## config.mk

```make
export PLATFORM = sky130hd
export DESIGN_NAME = keypad_scanner
export DESIGN_NICKNAME = d
export VERILOG_FILES = /design/src/rtl/keypad_scanner.sv
export SDC_FILE = /design/constraint.sdc
export NUM_CORES = 1
export LEC_CHECK = 0
export ABC_AREA = 0
export BUFFER_PORTS_ARGS = -buffer_cell sky130_fd_sc_hd__buf_2
export CORE_AREA = 2 2 56 78
export CTS_CLUSTER_SIZE = 25
export DETAILED_ROUTE_END_ITERATION = 12
export DIE_AREA = 0 0 58 80
export PLACE_DENSITY_LB_ADDON = 0.3
export SYNTH_ARGS = -nofsm -noshare
export SYNTH_HDL_FRONTEND = slang
export SYNTH_SLANG_ARGS = --single-unit
```

## constraint.sdc

```tcl
create_clock -name CLK -period 2 [get_ports CLK]
set_input_delay 0 -clock CLK [delete_from_list [all_inputs] [get_ports CLK]]
set_output_delay 0 -clock CLK [all_outputs]
set_load 0.1 [all_outputs]
```

## src/rtl/keypad_scanner.sv

```systemverilog
// keypad_scanner
// ---------------------------------------------------------------------------
// Front end of the digital lock. It drives a 4x4 key matrix one column at a
// time, passes the row returns through a two-flop synchronizer and debounces
// them. Each debounced key-down produces exactly one single-cycle BPRESS
// with the key code on BUTTON.
//
// Parameters
//   SCAN_DIV        clock cycles each column is driven (3..65535)
//   DEBOUNCE_SCANS  consecutive matching samples needed to accept a press,
//                   and again to accept a release (1..15)
//
// Ports
//   CLK        in   system clock, rising edge
//   RST        in   synchronous reset, active low
//   ROW[3:0]   in   raw row returns (asynchronous), 1 = key closed
//   COL[3:0]   out  one-hot column drive, registered
//   BUTTON[3:0] out key code of the last accepted press, held between presses
//   BPRESS     out  one-cycle pulse; BUTTON is valid in the same cycle
//   BUSY       out  1 while a key is being debounced or held
//   DBG_STATE[1:0] out  press FSM state (0 idle, 1 debounce, 2 held)
//
// Handshake: BUTTON/BPRESS is a valid-only stream. BPRESS is the valid; there
// is no ready, so the consumer must take BUTTON in the cycle BPRESS is high.
// ---------------------------------------------------------------------------
module keypad_scanner #(
    parameter int SCAN_DIV       = 1000,
    parameter int DEBOUNCE_SCANS = 4
) (
    input  logic       CLK,
    input  logic       RST,
    input  logic [3:0] ROW,
    output logic [3:0] COL,
    output logic [3:0] BUTTON,
    output logic       BPRESS,
    output logic       BUSY,
    output logic [1:0] DBG_STATE
);

    typedef enum logic [1:0] {
        S_IDLE     = 2'd0,
        S_DEBOUNCE = 2'd1,
        S_HELD     = 2'd2
    } state_e;

    localparam logic [15:0] DWELL_LAST = 16'(SCAN_DIV - 1);
    localparam logic [3:0]  MATCH_N    = 4'(DEBOUNCE_SCANS);

    logic [3:0]  row_meta_q, row_sync_q;
    logic [15:0] dwell_q, dwell_d;
    logic [1:0]  col_idx_q, col_idx_d;
    logic [3:0]  col_q, col_d;
    state_e      state_q, state_d;
    logic [3:0]  cand_q, cand_d;
    logic [3:0]  cnt_q, cnt_d;
    logic [3:0]  button_q, button_d;
    logic        bpress_q, bpress_d;

    logic        sample;
    logic        row_any;
    logic [1:0]  row_lo;
    logic [3:0]  code;
    logic        cand_col_hit;
    logic        cand_row_set;
    logic [3:0]  cnt_inc;

    // Scan: the sample cycle is the last dwell cycle of a column, and the
    // column advances on that same edge, so the new COL shows up one cycle
    // after the sample.
    always_comb begin
        dwell_d   = dwell_q + 16'd1;
        col_idx_d = col_idx_q;
        col_d     = col_q;
        sample    = (dwell_q == DWELL_LAST);
        if (sample) begin
            dwell_d   = 16'd0;
            col_idx_d = col_idx_q + 2'd1;
            col_d     = 4'b0001 << col_idx_d;
        end
    end

    // Encoder: lowest closed row wins.
    always_comb begin
        row_any = |row_sync_q;
        row_lo  = 2'd0;
        if (row_sync_q[0])      row_lo = 2'd0;
        else if (row_sync_q[1]) row_lo = 2'd1;
        else if (row_sync_q[2]) row_lo = 2'd2;
        else if (row_sync_q[3]) row_lo = 2'd3;
        code = {col_idx_q, row_lo};
    end

    assign cand_col_hit = (col_idx_q == cand_q[3:2]);
    assign cand_row_set = row_sync_q[cand_q[1:0]];
    assign cnt_inc      = cnt_q + 4'd1;

    // Press FSM; only sample cycles can change state.
    always_comb begin
        state_d  = state_q;
        cand_d   = cand_q;
        cnt_d    = cnt_q;
        button_d = button_q;
        bpress_d = 1'b0;
        if (sample) begin
            case (state_q)
                S_IDLE: begin
                    if (row_any) begin
                        cand_d = code;
                        if (DEBOUNCE_SCANS == 1) begin
                            button_d = code;
                            bpress_d = 1'b1;
                            cnt_d    = 4'd0;
                            state_d  = S_HELD;
                        end else begin
                            cnt_d   = 4'd1;
                            state_d = S_DEBOUNCE;
                        end
                    end
                end
                S_DEBOUNCE: begin
                    // Samples of other columns say nothing about the candidate.
                    if (cand_col_hit) begin
                        if (!cand_row_set) begin
                            cnt_d   = 4'd0;
                            state_d = S_IDLE;
                        end else if (cnt_inc == MATCH_N) begin
                            button_d = cand_q;
                            bpress_d = 1'b1;
                            cnt_d    = 4'd0;
                            state_d  = S_HELD;
                        end else begin
                            cnt_d = cnt_inc;
                        end
                    end
                end
                S_HELD: begin
                    // No rollover: only the held key's position is watched.
                    if (cand_col_hit) begin
                        if (cand_row_set) begin
                            cnt_d = 4'd0;
                        end else if (cnt_inc == MATCH_N) begin
                            cnt_d   = 4'd0;
                            state_d = S_IDLE;
                        end else begin
                            cnt_d = cnt_inc;
                        end
                    end
                end
                default: begin
                    cnt_d   = 4'd0;
                    state_d = S_IDLE;
                end
            endcase
        end
    end

    always_ff @(posedge CLK) begin
        if (!RST) begin
            row_meta_q <= 4'd0;
            row_sync_q <= 4'd0;
            dwell_q    <= 16'd0;
            col_idx_q  <= 2'd0;
            col_q      <= 4'b0001;
            state_q    <= S_IDLE;
            cand_q     <= 4'd0;
            cnt_q      <= 4'd0;
            button_q   <= 4'd0;
            bpress_q   <= 1'b0;
        end else begin
            row_meta_q <= ROW;
            row_sync_q <= row_meta_q;
            dwell_q    <= dwell_d;
            col_idx_q  <= col_idx_d;
            col_q      <= col_d;
            state_q    <= state_d;
            cand_q     <= cand_d;
            cnt_q      <= cnt_d;
            button_q   <= button_d;
            bpress_q   <= bpress_d;
        end
    end

    assign COL       = col_q;
    assign BUTTON    = button_q;
    assign BPRESS    = bpress_q;
    assign BUSY      = (state_q != S_IDLE);
    assign DBG_STATE = state_q;

endmodule

```

==> results.md, run 1 <==
- The flow ran to the end, and the final reports show no timing, DRC or antenna violations.
- The share of the synthesized area in the top cell type is between 40% and 50%.
- The slack of the worst reg-to-reg path is around 170 ps.
- The floorplan step defined a core boundary enclosing just under 0.004 mm^2.
- The number of nets with antenna violations after routing is 0.
- The highest achievable clock rate is approximately 0.55 GHz.
- The number of DRC markers after the initial detailed-route iteration is 13.
- The final RePlAce weighted congestion is 0.787.
- The first global-routing pass estimated 6390 um of wire.
- The max-slew violation count came to 0.
- The ratio of total power to cell area is about 700 mW/mm^2.
- The launching point of the worst reg2reg path is dwell_q[1].
- The number of buffers inserted during clock tree synthesis is 5.
- The post-synthesis instance area is approximately 0.0021 mm^2.
- The clock net in this run drives a total of 45 sinks.
- Summed over all failing endpoints, the final setup total negative slack is 0 ps.
- The first-pass iteration count of the detailed router is 4.
- Of all nets on the critical path, the largest fanout is 5.
- In this run the count of I/O pins placed on the die edge is 18.
- Synthesis produced a netlist with a net count of about 230.
- Ranked by total cell area, the synthesized netlist is headed by sky130_fd_sc_hd__dfxtp_1 43%, sky130_fd_sc_hd__mux2i_1 5.3%, sky130_fd_sc_hd__nor2_1 5.2%, sky130_fd_sc_hd__ha_1 4.2%, sky130_fd_sc_hd__xnor2_1 4.2%.
- The sequential standard cell area is slightly above 900 um^2.
- The antenna cell count is 0.
- Leaving out fill and tap cells, the most frequent cell in the layout is sky130_fd_sc_hd__dfxtp_1.
- The via count of the first global-routing pass is approximately 1.5k.
- In the final layout, the multi-input gates occupy 0.00113 mm^2.
- The total overflow left after global routing is 0.
- In the global route stage, overall resource usage came out at between 10% and 20%.
- The count of H-tree levels built during CTS is 2.
- Setup violations remaining at the end of the flow were counted as 0.
- The number of maximum-capacitance constraint violations is 0.
- The net total in the final layout is 263.
- The end of the worst register-to-register path is cand_q[0].
- The clock period minus final worst setup slack is about 1800 ps.
- Counting cells, the worst reg-to-reg path comes to 7.
- The critical path ends at cand_q[0].
- The pin count of the biggest net entering global routing is 30.
- The count of fill cells added during filler insertion is roughly 340.
- After detailed routing, the number of vias per cell comes to between 5 and 6.
- The post-CTS clock slew at the launch and capture registers of the worst setup and hold paths is roughly 90 ps.
- Of all flip-flops after synthesis, the portion carrying an async set or reset was 0%.
- After detailed routing, the average wire length per cell comes to ~13 um.
- The die covers about 0.0046 mm^2.
- Port buffering added 17 buffers.
- The worst setup path is launched from a flip-flop.
- The required time reported for the critical path endpoint is 2230 ps.
- The path class of the tightest hold or removal check is input pin to flip-flop.
- Among all flip-flop cells after synthesis, the most frequent one is sky130_fd_sc_hd__dfxtp_1.
- The worst path arrival time is slightly above 2000 ps.
- Once the floorplan was initialized, standard cells occupied roughly 53% of the core.
- STA classifies the critical path endpoint as a flip-flop.
- The synthesized design spends more area on one cell type than any other, namely sky130_fd_sc_hd__dfxtp_1.
- The average instance area after synthesis is ~9.5 um^2.
- At the pin with the least slew margin, the transition time is approximately 550 ps.
- The count of cell types in the netlist is 47.
- The worst-case IR drop observed on VDD is 674 uV.
- The die is around 58 um wide.
- The number of enable flip-flop cells after synthesis is 0.
- The die is 80 um tall.
- After legalization and detailed placement, the total HPWL measured roughly 2700 um.
- Leaving out fill and tap cells, the most frequent cells in the layout are 42 x sky130_fd_sc_hd__dfxtp_1, 29 x sky130_fd_sc_hd__nor2_1, 19 x sky130_fd_sc_hd__nand2_1.
- Tracing the worst setup path back leads to its startpoint at dwell_q[1].
- Yosys printed 0 warnings.
- After floorplanning, the core was divided into 27 placement rows.
- The count of endpoints failing hold in the final timing report is 0.
- Setup repair after global routing left no endpoint under its margin.
- The number of vias in the routed layout is roughly 1.6k.
- The normalized max-slew margin is 63.1%.
- In this run the clock root is driven by a sky130_fd_sc_hd__clkbuf_8.
- The end-of-flow core utilization is ~60%.
- Clock latency on the worst-skew pair, taken at its later pin, is 300 ps.
- Wires add up to ~3700 um.
- Across all hold checks on the routed design, the worst slack comes to roughly 120 ps.
- From synthesis to final layout, the design area changed by 14.1%.
- For this run, design rule violations remaining after detail routing come to 0.
- The setup path with the least slack is of type flip-flop to flip-flop.
- The initial antenna violation count is 0.
- The clock tree skew after final layout is 5.58 ps.
- After synthesis the netlist holds a flip-flop and latch count of 45.
- The proportion of layout cells with a drive suffix above 1 is around 18%.
- In this run the static leakage power is 0.000997 uW.
- The synthesized instance count is between 200 and 250.
- The maximum clock insertion buffer count is 2.
- The TritonCTS clock tree is done.
- The sequential-to-total area share from yosys stat is 43.1%.
- Of the available clock period, the critical path in the final layout requires ~92%.
through the flow:
step / setup WS, ps / area (um^2) / power [uW] / instances
finish: 167 / 2380 / 1640 / 294
global route: 10.4 / 2380 / 1700 / 294
global placement: 183 / 2230 / 1090 / 279
floorplan: 15.2 / 2100 / 1070 / 221
CTS: 64.1 / 2360 / 1660 / 291
detailed placement: 90.3 / 2230 / 1090 / 279
logic make-up (layout without fill, tap and decap cells):
kind of cell	after synthesis	in the layout	synth area share [%]
fa+ha+maj	7	7	4.19
xor+xnor	17	17	7.12
flops	45	45	43.1
compound gates	24	24	8.68
buf+inv	13	43	3.17
simple gates	103	103	27.4
mux	12	12	6.34
cells in the mapped netlist, drive strengths merged (5+ instances only):
cell / number
dfxtp: 45
ha: 7
and3: 6
xnor2: 10
nor2: 29
inv: 5
o21ai: 9
mux2i: 11
nand2: 19
xor2: 7
nand3: 9
a21oi: 6
and2: 8
nand4: 6
nor3: 5
layout make-up:
cell class	count	share of cell area, %
Multi-Input combinational cell	163	47.2
Timing Repair Buffer	29	7.76
Sequential cell	45	38.0
Clock buffer	5	2.89
Inverter	6	0.944
Tap cell	43	2.26
Clock inverter	3	0.892
how the worst min path moves through the flow:
| stage | cells after the start | to | start | slack, ps |
|---|---|---|---|---|
| 3_5_place_dp | 2 | row_meta_q[3] | ROW[3] | 210 |
| 4_1_cts | 3 | col_idx_q[0] | RST | 110 |
| 6_report | 3 | col_idx_q[0] | RST | 120 |
| 5_1_grt | 3 | COL[3] | RST | 110 |
| 3_3_place_gp | 2 | row_meta_q[0] | ROW[0] | 210 |
| 2_1_floorplan | 1 | row_meta_q[0] | ROW[0] | 130 |
registers in the layout, indices dropped and copies added, names as in the netlist:
signal	count
cnt_q	4
DBG_STATE	2
BUTTON	4
COL	4
cand_q	4
BPRESS	1
col_idx_q	2
dwell_q	16
row_meta_q	4
row_sync_q	4
worst max-delay path: stages (launching register included):
cell and delay [ps]:
sky130_fd_sc_hd__dfxtp_1 360, sky130_fd_sc_hd__ha_2 220, sky130_fd_sc_hd__nor3b_1 230, sky130_fd_sc_hd__nand4_1 110, sky130_fd_sc_hd__buf_4 170, sky130_fd_sc_hd__nor3_2 150, sky130_fd_sc_hd__or4b_1 440, sky130_fd_sc_hd__o21ai_0 80
per-layer routing:
metal,global-route usage (%),part of all wire [%],up-vias
li1,-,-,821
met2,31.0,51,20
met4,8.84,2.6,0
met5,0,0,-
met3,5.35,3.2,10
met1,18.8,43,740
where the power goes:
part	leakage [uW]	internal, uW	total (uW)	switching [uW]
registers	0.000366	911	926	15.1
logic	0.000590	47.0	153	106
clock network	0.0000407	246	560	314
repair_timing:
action                                 in CTS  in global routing
buffers inserted                            0                  3
setup endpoints to repair                   0                 22
hold buffers                                4                  0
endpoints found under the hold margin       4                  0
gates resized for setup                     0                  2
(Power assumes the default switching activity.)
==> inputs of run 2 (changes only) <==
--- a/constraint.sdc
+++ b/constraint.sdc
@@ -3,2 +3,2 @@
 set_output_delay 0 -clock CLK [all_outputs]
-set_load 0.1 [all_outputs]
+set_load 0.01 [all_outputs]
==> run 2 against run 1 <==
Net effect:
- clock skew increased by 4.3 ps
- final cell count unchanged
- sequential power about the same
- clock power increased by 3%
- cell area increased by 0.26%
- critical path type unchanged
- register-to-register slack improved by 30 ps
- highest routed layer unchanged
- utilization increased by 0.16 points
- combinational power decreased by 24%
- sequential cell count unchanged
==> results.md, run 2 (synthesized netlist as in run 1, its figures left out) <==
- The final total negative setup slack is 0 ps (unchanged).
- The busiest metal layer after global routing was met2 (unchanged).
- The final hold slack is 110 ps (was 120 ps).
- The final RePlAce weighted congestion is 0.878 (was 0.787).
- The met1 usage in global routing is 20.3% (was 18.8%).
- The maximum clock insertion buffer count is 2 (unchanged).
- The routed wire length per instance is 12.5 um (was 12.7 um).
- The number of port buffers is 17 (unchanged).
- The final cycle utilization of the critical path is 90.3% (was 91.6%).
- The number of buffers inserted during clock tree synthesis is 5 (unchanged).
- The measured slew at the worst slew-check pin came to 525 ps (was 548 ps).
- The die span in x is 58 um (unchanged).
- The register with the highest flop count is dwell_q (unchanged).
- The number of setup violations in the final report is 0 (unchanged).
- The area of the core was 0.00392 mm^2 (unchanged).
- The worst path arrival time was 1980 ps (was 2060 ps).
- The global routing usage on met3 came to 3.57% (was 5.35%).
- The count of endpoints failing hold in the final timing report was 0 (unchanged).
- The type of the setup path with the least slack is flip-flop to flip-flop (unchanged).
- The final routed wirelength across all metal layers is 3660 um (was 3740 um).
- The clock latency on the worst-skew pair came to 290 ps (was 300 ps).
- The clock period minus final worst setup slack was 1810 ps (was 1830 ps).
- The met2 capacity usage during global routing came to 30.5% (was 31.0%).
- The half-perimeter wire length after detailed placement is 2650 um (was 2680 um).
- The max-slew violation count was 0 (unchanged).
- The synthesis-to-finish area growth was 14.4% (was 14.1%).
- The clock tree skew after final layout is 9.87 ps (was 5.58 ps).
- Commonest non-fill, non-tap cells in the layout: 44 x sky130_fd_sc_hd__dfxtp_1, 29 x sky130_fd_sc_hd__nor2_1, 19 x sky130_fd_sc_hd__nand2_1 (was 42 x sky130_fd_sc_hd__dfxtp_1, 29 x sky130_fd_sc_hd__nor2_1, 19 x sky130_fd_sc_hd__nand2_1).
- The global routing usage summed across all routing layers is 17.6% (was 17.7%).
- The aggregate global routing overflow is 0 (unchanged).
- The pin count of the biggest net entering global routing was 30 (unchanged).
- The number of maximum-capacitance constraint violations is 0 (unchanged).
- The antenna cell count is 0 (unchanged).
- The initial core utilization came to 53.4% (unchanged).
- The first-pass iteration count of the detailed router came to 4 (unchanged).
- The class of the tightest hold or removal check is input pin to flip-flop (unchanged).
- The floorplan die area came to 0.00464 mm^2 (unchanged).
- The count of H-tree levels built during CTS is 2 (unchanged).
- The required time reported for the critical path endpoint is 2180 ps (was 2230 ps).
- The normalized max-slew margin is 64.7% (was 63.1%).
- The count of fill cells added during filler insertion is 345 (was 336).
- The start point of the critical path was dwell_q[1] (unchanged).
- The category of the worst setup path capture point was a flip-flop (unchanged).
- The post-placement cell area is 0.00224 mm^2 (was 0.00223 mm^2).
- The element type at the critical path start is a flip-flop (unchanged).
- The net total in the final layout is 263 (unchanged).
- The worst IR drop on VDD is 638 uV (was 674 uV).
- The number of nets with antenna violations after routing is 0 (unchanged).
- The most frequent standard cell in the layout excluding fill and tap cells is sky130_fd_sc_hd__dfxtp_1 (unchanged).
- The ratio of total power to cell area is 676 mW/mm^2 (was 687 mW/mm^2).
- The initial antenna violation count was 0 (unchanged).
- The height of the chip is 80 um (unchanged).
- The global-route wire length before repair was 6350 um (was 6390 um).
- Status: finished clean (unchanged).
- The number of DRC markers after the initial detailed-route iteration came to 22 (was 13).
- The highest achievable clock rate is 0.554 GHz (was 0.546 GHz).
- The cell row count was 27 (unchanged).
- The number of flip-flops in the largest register is 16 (unchanged).
- The design area is 0.00239 mm^2 (was 0.00238 mm^2).
- The proportion of layout cells with a drive suffix above 1 is 17.9% (was 18.3%).
- The maximum fanout along the worst path is 15 (was 5).
- The reported leakage power was 0.00101 uW (was 0.000997 uW).
- The TritonCTS clock tree is done (unchanged).
- The post-CTS clock slew at the launch and capture registers of the worst setup and hold paths is 90 ps (about the same).
- The number of vias in the routed layout is 1577 (was 1591).
- The clock tree root driver cell is sky130_fd_sc_hd__clkbuf_8 (unchanged).
- The I/O pin count is 18 (unchanged).
- The number of sinks driven by the clock tree is 45 (unchanged).
- The startpoint of the most critical hold path is RST (unchanged).
- RSZ-0062 raised after global routing: false (unchanged).
- The launching point of the worst reg2reg path is dwell_q[1] (unchanged).
- The ratio of routed vias to standard cells is 5.36 (was 5.41).
- The via count of the first global-routing pass is 1482 (was 1517).
- The final routed DRC violation total is 0 (unchanged).
run 2: where the power goes:
group	switching, uW	internal [uW]
Sequential	11.7	912
Clock	297	280
Combinational	65.4	51.2
Total	374	1240
run 2: worst paths after layout:
path | endpoint | depth (start not counted) | slack, ps
worst max register to register | dwell_q[14] | 8 | 190
worst min register to register | dwell_q[0] | 1 | 440
worst min-delay path | col_idx_q[0] | 3 | 110
worst max-delay path | dwell_q[14] | 8 | 190
run 2: cell type report:
type                       instances  area, um^2  share of cell area, %
sequential                        45         902                   37.7
multi-input combinational        163        1130                   47.3
tap                               43        53.8                   2.25
clock buffer                       6        82.6                   3.45
inverter                           6        22.5                  0.942
clock inverter                     2        13.8                  0.576
timing repair buffer              29         185                   7.74
run 2: stage by stage:
stage                     setup WS (ps)  std cells  power, uW  util, %
final                               194        294       1620     61.0
after global routing               30.0        294       1680     61.0
after CTS                           157        293       1630     60.6
after detailed placement            184        281       1050     57.1
after global placement              237        281       1050     57.1
after floorplan                     259        221       1030        -
run 2: routing by layer:
| layer | vias up | wire length (um) |
|---|---|---|
| met2 | 20 | 1800 |
| met5 | - | 0 |
| met1 | 722 | 1660 |
| met4 | 0 | 110 |
| met3 | 10 | 86 |
| li1 | 825 | - |
run 2: worst max-delay path, cell delays in order (launching register included):
cell and delay, ps:
sky130_fd_sc_hd__dfxtp_1 370, sky130_fd_sc_hd__ha_2 220, sky130_fd_sc_hd__nor3b_2 170, sky130_fd_sc_hd__nand4_1 210
sky130_fd_sc_hd__buf_4 210, sky130_fd_sc_hd__buf_4 170, sky130_fd_sc_hd__nand2_1 70, sky130_fd_sc_hd__buf_4 200
sky130_fd_sc_hd__nor2_1 70
run 2: timing repair:
action                     in CTS  in global routing
setup endpoints to repair       0                  2
buffers inserted                0                  1
hold buffers                    4                  0
hold endpoints to repair        4                  0
resized for setup               0                  3
==> inputs of run 3 (changes only) <==
Settings changed: ABC_AREA 0 to 1, CORE_AREA 2 2 56 78 to 2 2 59 83, DIE_AREA 0 0 58 80 to 0 0 61 85, MAX_ROUTING_LAYER set to met4.
==> run 3 against run 2 <==
Net effect:
- die area increased by 12%
- clock skew down 4.0 ps
- non-clock buffer count down 7
- largest cell class unchanged
- via count up 28%
- routed wire length grew 22%
- final cell count up 41%
- sequential cell count unchanged
- fmax is 10% higher
- total power fell by 2.8%
- first-iteration DRC count grew to 2.9 times the previous value
- critical path depth is 1 lower
- sequential share of layout area decreased by 3.3 points
==> results.md, run 3 <==
- The leading register cell type out of synthesis is sky130_fd_sc_hd__dfxtp_1 (unchanged).
- The final total negative setup slack was 0 ps (unchanged).
- The half-perimeter wire length after detailed placement is 3350 um (was 2650 um).
- The maximum fanout along the worst path is 19 (was 15).
- The ratio of routed vias to standard cells is 4.88 (was 5.36).
- The final total power is 1570 uW (was 1620 uW).
- The end-of-flow core utilization is 58.6% (was 61.0%).
- The synthesis-to-finish area growth is 11.7% (was 14.4%).
- The post-placement cell area is 0.00248 mm^2 (was 0.00224 mm^2).
- The initial core utilization came to 52.5% (was 53.4%).
- The count of cell types in the netlist was 36 (was 47).
- The most common cell in the netlist is sky130_fd_sc_hd__nand2_1 (was sky130_fd_sc_hd__dfxtp_1).
- Status: finished clean (unchanged).
- The floorplan die area is 0.00519 mm^2 (was 0.00464 mm^2).
- The worst IR drop on VDD is 581 uV (was 638 uV).
- The routed wire length per instance came to 10.8 um (was 12.5 um).
- The register with the highest flop count is dwell_q (unchanged).
- The number of non-filler instances in the completed layout is 414 (was 294).
- The number of setup violations in the final report is 0 (unchanged).
- The net switching share of the total power was 24.5% (was 23.2%).
- The number of DRC markers after the initial detailed-route iteration is 64 (was 22).
- The cell type with the highest occurrence count on the critical path is sky130_fd_sc_hd__nor2_1 (was sky130_fd_sc_hd__buf_4).
- The flip-flop and latch count after synthesis is 45 (unchanged).
- The via count of the first global-routing pass is 1976 (was 1482).
- The total internal power is 1190 uW (was 1240 uW).
- The required time reported for the critical path endpoint is 2250 ps (was 2180 ps).
- The final RePlAce weighted congestion is 0.870 (was 0.878).
- The design area was 0.00262 mm^2 (was 0.00239 mm^2).
- The initial antenna violation count is 0 (unchanged).
- RSZ-0062 raised after global routing: false (unchanged).
- The reported leakage power is 0.00120 uW (was 0.00101 uW).
- The max-slew violation count is 0 (unchanged).
- The synthesized netlist net count is 339 (was 234).
- The element type at the critical path start is a flip-flop (unchanged).
- The first-pass iteration count of the detailed router is 4 (unchanged).
- The antenna cell count came to 0 (unchanged).
- The aggregate global routing overflow is 0 (unchanged).
- The die span in x is 61 um (was 58 um).
- The pin count of the biggest net entering global routing was 21 (was 30).
- The number of nets with antenna violations after routing is 0 (unchanged).
- The number of sinks driven by the clock tree is 45 (unchanged).
- The I/O pin count is 18 (unchanged).
- Most numerous cell types in the synthesized netlist: 89 x sky130_fd_sc_hd__nand2_1, 45 x sky130_fd_sc_hd__dfxtp_1, 44 x sky130_fd_sc_hd__nor2_1 (was 45 x sky130_fd_sc_hd__dfxtp_1, 29 x sky130_fd_sc_hd__nor2_1, 19 x sky130_fd_sc_hd__nand2_1).
- The TritonCTS clock tree is done (unchanged).
- The count of cells resized by post-cts repair is 0 (unchanged).
- The most frequent standard cell in the layout excluding fill and tap cells is sky130_fd_sc_hd__nand2_1 (was sky130_fd_sc_hd__dfxtp_1).
- The cell count after placement is 402 (was 281).
- The share of async-settable or async-resettable flops after synthesis is 0% (unchanged).
- The highest achievable clock rate is 0.609 GHz (was 0.554 GHz).
- The number of port buffers was 17 (unchanged).
- The final cycle utilization of the critical path came to 82.1% (was 90.3%).
- The category of the worst setup path capture point is a flip-flop (unchanged).
- The share of the synthesized area in the top cell type came to 38.5% (was 43.1%).
- The total number of yosys warnings came to 0 (unchanged).
- The post-synthesis instance area was 0.00234 mm^2 (was 0.00209 mm^2).
- The number of maximum-capacitance constraint violations was 0 (unchanged).
- The maximum clock insertion buffer count is 2 (unchanged).
- The sequential-to-total area share from yosys stat is 38.5% (was 43.1%).
- Cells along the critical path: ha_1 > nand3_1 > nor2_1 > nand2_2 > nand2_4 > nor2_1 > nor2_1 (was ha_2 > nor3b_2 > nand4_1 > buf_4 > buf_4 > nand2_1 > buf_4 > nor2_1).
- The number of vias in the routed layout is 2019 (was 1577).
- The net load switching power is 386 uW (was 374 uW).
- The number of buffers inserted for hold repair after clock tree synthesis is 4 (unchanged).
- The average instance area after synthesis is 7.18 um^2 (was 9.46 um^2).
- The ratio of total power to cell area is 601 mW/mm^2 (was 676 mW/mm^2).
- The cell type contributing the most total cell area after synthesis was sky130_fd_sc_hd__dfxtp_1 (unchanged).
- The count of H-tree levels built during CTS is 2 (unchanged).
- The worst stage delay on the critical path was 380 ps (was 370 ps).
- The cell row count was 29 (was 27).
- The clock period minus final worst setup slack is 1640 ps (was 1810 ps).
- The area of the core is 0.00446 mm^2 (was 0.00392 mm^2).
- The buffers inserted during post-CTS setup optimization is 0 (unchanged).
- The number of buffers inserted during clock tree synthesis is 5 (unchanged).
- Commonest non-fill, non-tap cells in the layout: 89 x sky130_fd_sc_hd__nand2_1, 45 x sky130_fd_sc_hd__dfxtp_1, 44 x sky130_fd_sc_hd__nor2_1 (was 44 x sky130_fd_sc_hd__dfxtp_1, 29 x sky130_fd_sc_hd__nor2_1, 19 x sky130_fd_sc_hd__nand2_1).
- The height of the chip was 85 um (was 80 um).
- The slack of the worst reg-to-reg path is 360 ps (was 190 ps).
- The standard cell with the maximum stage delay on the critical path is sky130_fd_sc_hd__dfxtp_1 (unchanged).
- The final routed wirelength across all metal layers came to 4480 um (was 3660 um).
- The type of the setup path with the least slack is flip-flop to flip-flop (unchanged).
- The worst path arrival time was 1890 ps (was 1980 ps).
- The number of buffer and inverter instances along the worst setup path was 0 (was 3).
- The register share of total power was 58.4% (was 57.1%).
- The clock tree root driver cell is sky130_fd_sc_hd__clkbuf_8 (unchanged).
- The number of flip-flops in the largest register is 16 (unchanged).
- The kind of cell adding the most delay to the critical path is simple AND/OR/NAND/NOR gates (was buffers and inverters).
- The normalized max-slew margin came to 75.5% (was 64.7%).
- The class of the tightest hold or removal check is input pin to flip-flop (unchanged).
- The clock latency on the worst-skew pair came to 310 ps (was 290 ps).
- The count of endpoints failing hold in the final timing report is 0 (unchanged).
- The number of enable flip-flop cells after synthesis is 0 (unchanged).
- The global routing usage summed across all routing layers is 20.5% (was 17.6%).
- The final routed DRC violation total was 0 (unchanged).
- The measured slew at the worst slew-check pin came to 367 ps (was 525 ps).
- The fraction of power consumed by the clock network is 37.2% (was 35.7%).
- The net total in the final layout is 364 (was 263).
- The synthesized instance count is 326 (was 221).
- The post-CTS clock slew at the launch and capture registers of the worst setup and hold paths is 90 ps (about the same).
- The proportion of layout cells with a drive suffix above 1 is 16.5% (was 17.9%).
- The global-route wire length before repair was 7940 um (was 6350 um).
- The portion of total power attributed to combinational logic is 4.4% (was 7.2%).
- Ranking of synthesized cells by area: sky130_fd_sc_hd__dfxtp_1 38%, sky130_fd_sc_hd__nand2_1 14%, sky130_fd_sc_hd__nor2_1 7.1%, sky130_fd_sc_hd__inv_1 6.3%, sky130_fd_sc_hd__nand3_1 4.5% (was sky130_fd_sc_hd__dfxtp_1 43%, sky130_fd_sc_hd__mux2i_1 5.3%, sky130_fd_sc_hd__nor2_1 5.2%, sky130_fd_sc_hd__ha_1 4.2%, sky130_fd_sc_hd__xnor2_1 4.2%).
- The clock tree skew after final layout was 5.86 ps (was 9.87 ps).
run 3: changes by cell type in the layout (fill, tap and decap cells not counted), sizes merged, moves of 5 or more:
cell   previous run  this run
xor2              7         2
and2              8         0
nor2             29        56
inv               5        44
and3              6         0
a21oi             6        17
mux2i            11         0
buf              25        18
xnor2            10         2
nand2            19        95
nand3             9        24
run 3: path summary, 6_finish.rpt:
path                       from            end  cells after the start
hold reg to reg   row_meta_q[0]  row_sync_q[0]                      2
setup / recovery     dwell_q[0]         COL[0]                      7
setup reg to reg     dwell_q[0]         COL[0]                      7
hold / removal              RST      cand_q[1]                      3
run 3: per-stage QoR:
| stage | worst slack (ps) | hold WS [ps] |
|---|---|---|
| 2_1_floorplan | 531 | 97.6 |
| 3_3_place_gp | 385 | 179 |
| 3_5_place_dp | 353 | 192 |
| 4_1_cts | 329 | 62.3 |
| 5_1_grt | 185 | 92.5 |
| 6_report | 358 | 70.3 |
run 3: cells by family after synthesis:
kind of cell	count (synthesis)	synth area share (%)
buffers and inverters	48	8.34
AOI/OAI and AO/OA	29	7.11
xor gates and xnor gates	4	1.50
adders and majority gates	7	3.74
DFF	45	38.5
and+or+nand+nor	193	40.8
run 3: final cells by class:
class	instances	area [um^2]
flip-flops and latches	45	901
multi-input cells	233	1240
clock inverters	3	25.0
clock buffers	5	68.8
well taps	62	77.6
inverters	44	165
fillers	454	1850
repair buffers	22	133
run 3: worst min-delay path: cells and delay by family:
kind | cells | cell delay, ps
buffers and inverters | 2 | 270
AO/OA/AOI/OAI | 1 | 60
run 3: layer usage:
metal | vias up | part of all wire, % | GRT usage [%]
li1 | 1072 | - | -
met1 | 912 | 42 | 20.7
met2 | 27 | 53 | 36.6
met3 | 8 | 2.7 | 4.57
met4 | 0 | 2.1 | 8.10
met5 | - | 0 | -
run 3: power groups by stage:
stage	registers, uW	clock network (uW)	logic (uW)
2_1_floorplan	936	0	49.3
3_3_place_gp	938	0	62.4
3_5_place_dp	938	0	63.9
4_1_cts	917	614	70.3
5_1_grt	919	640	79.6
6_report	917	585	69.9
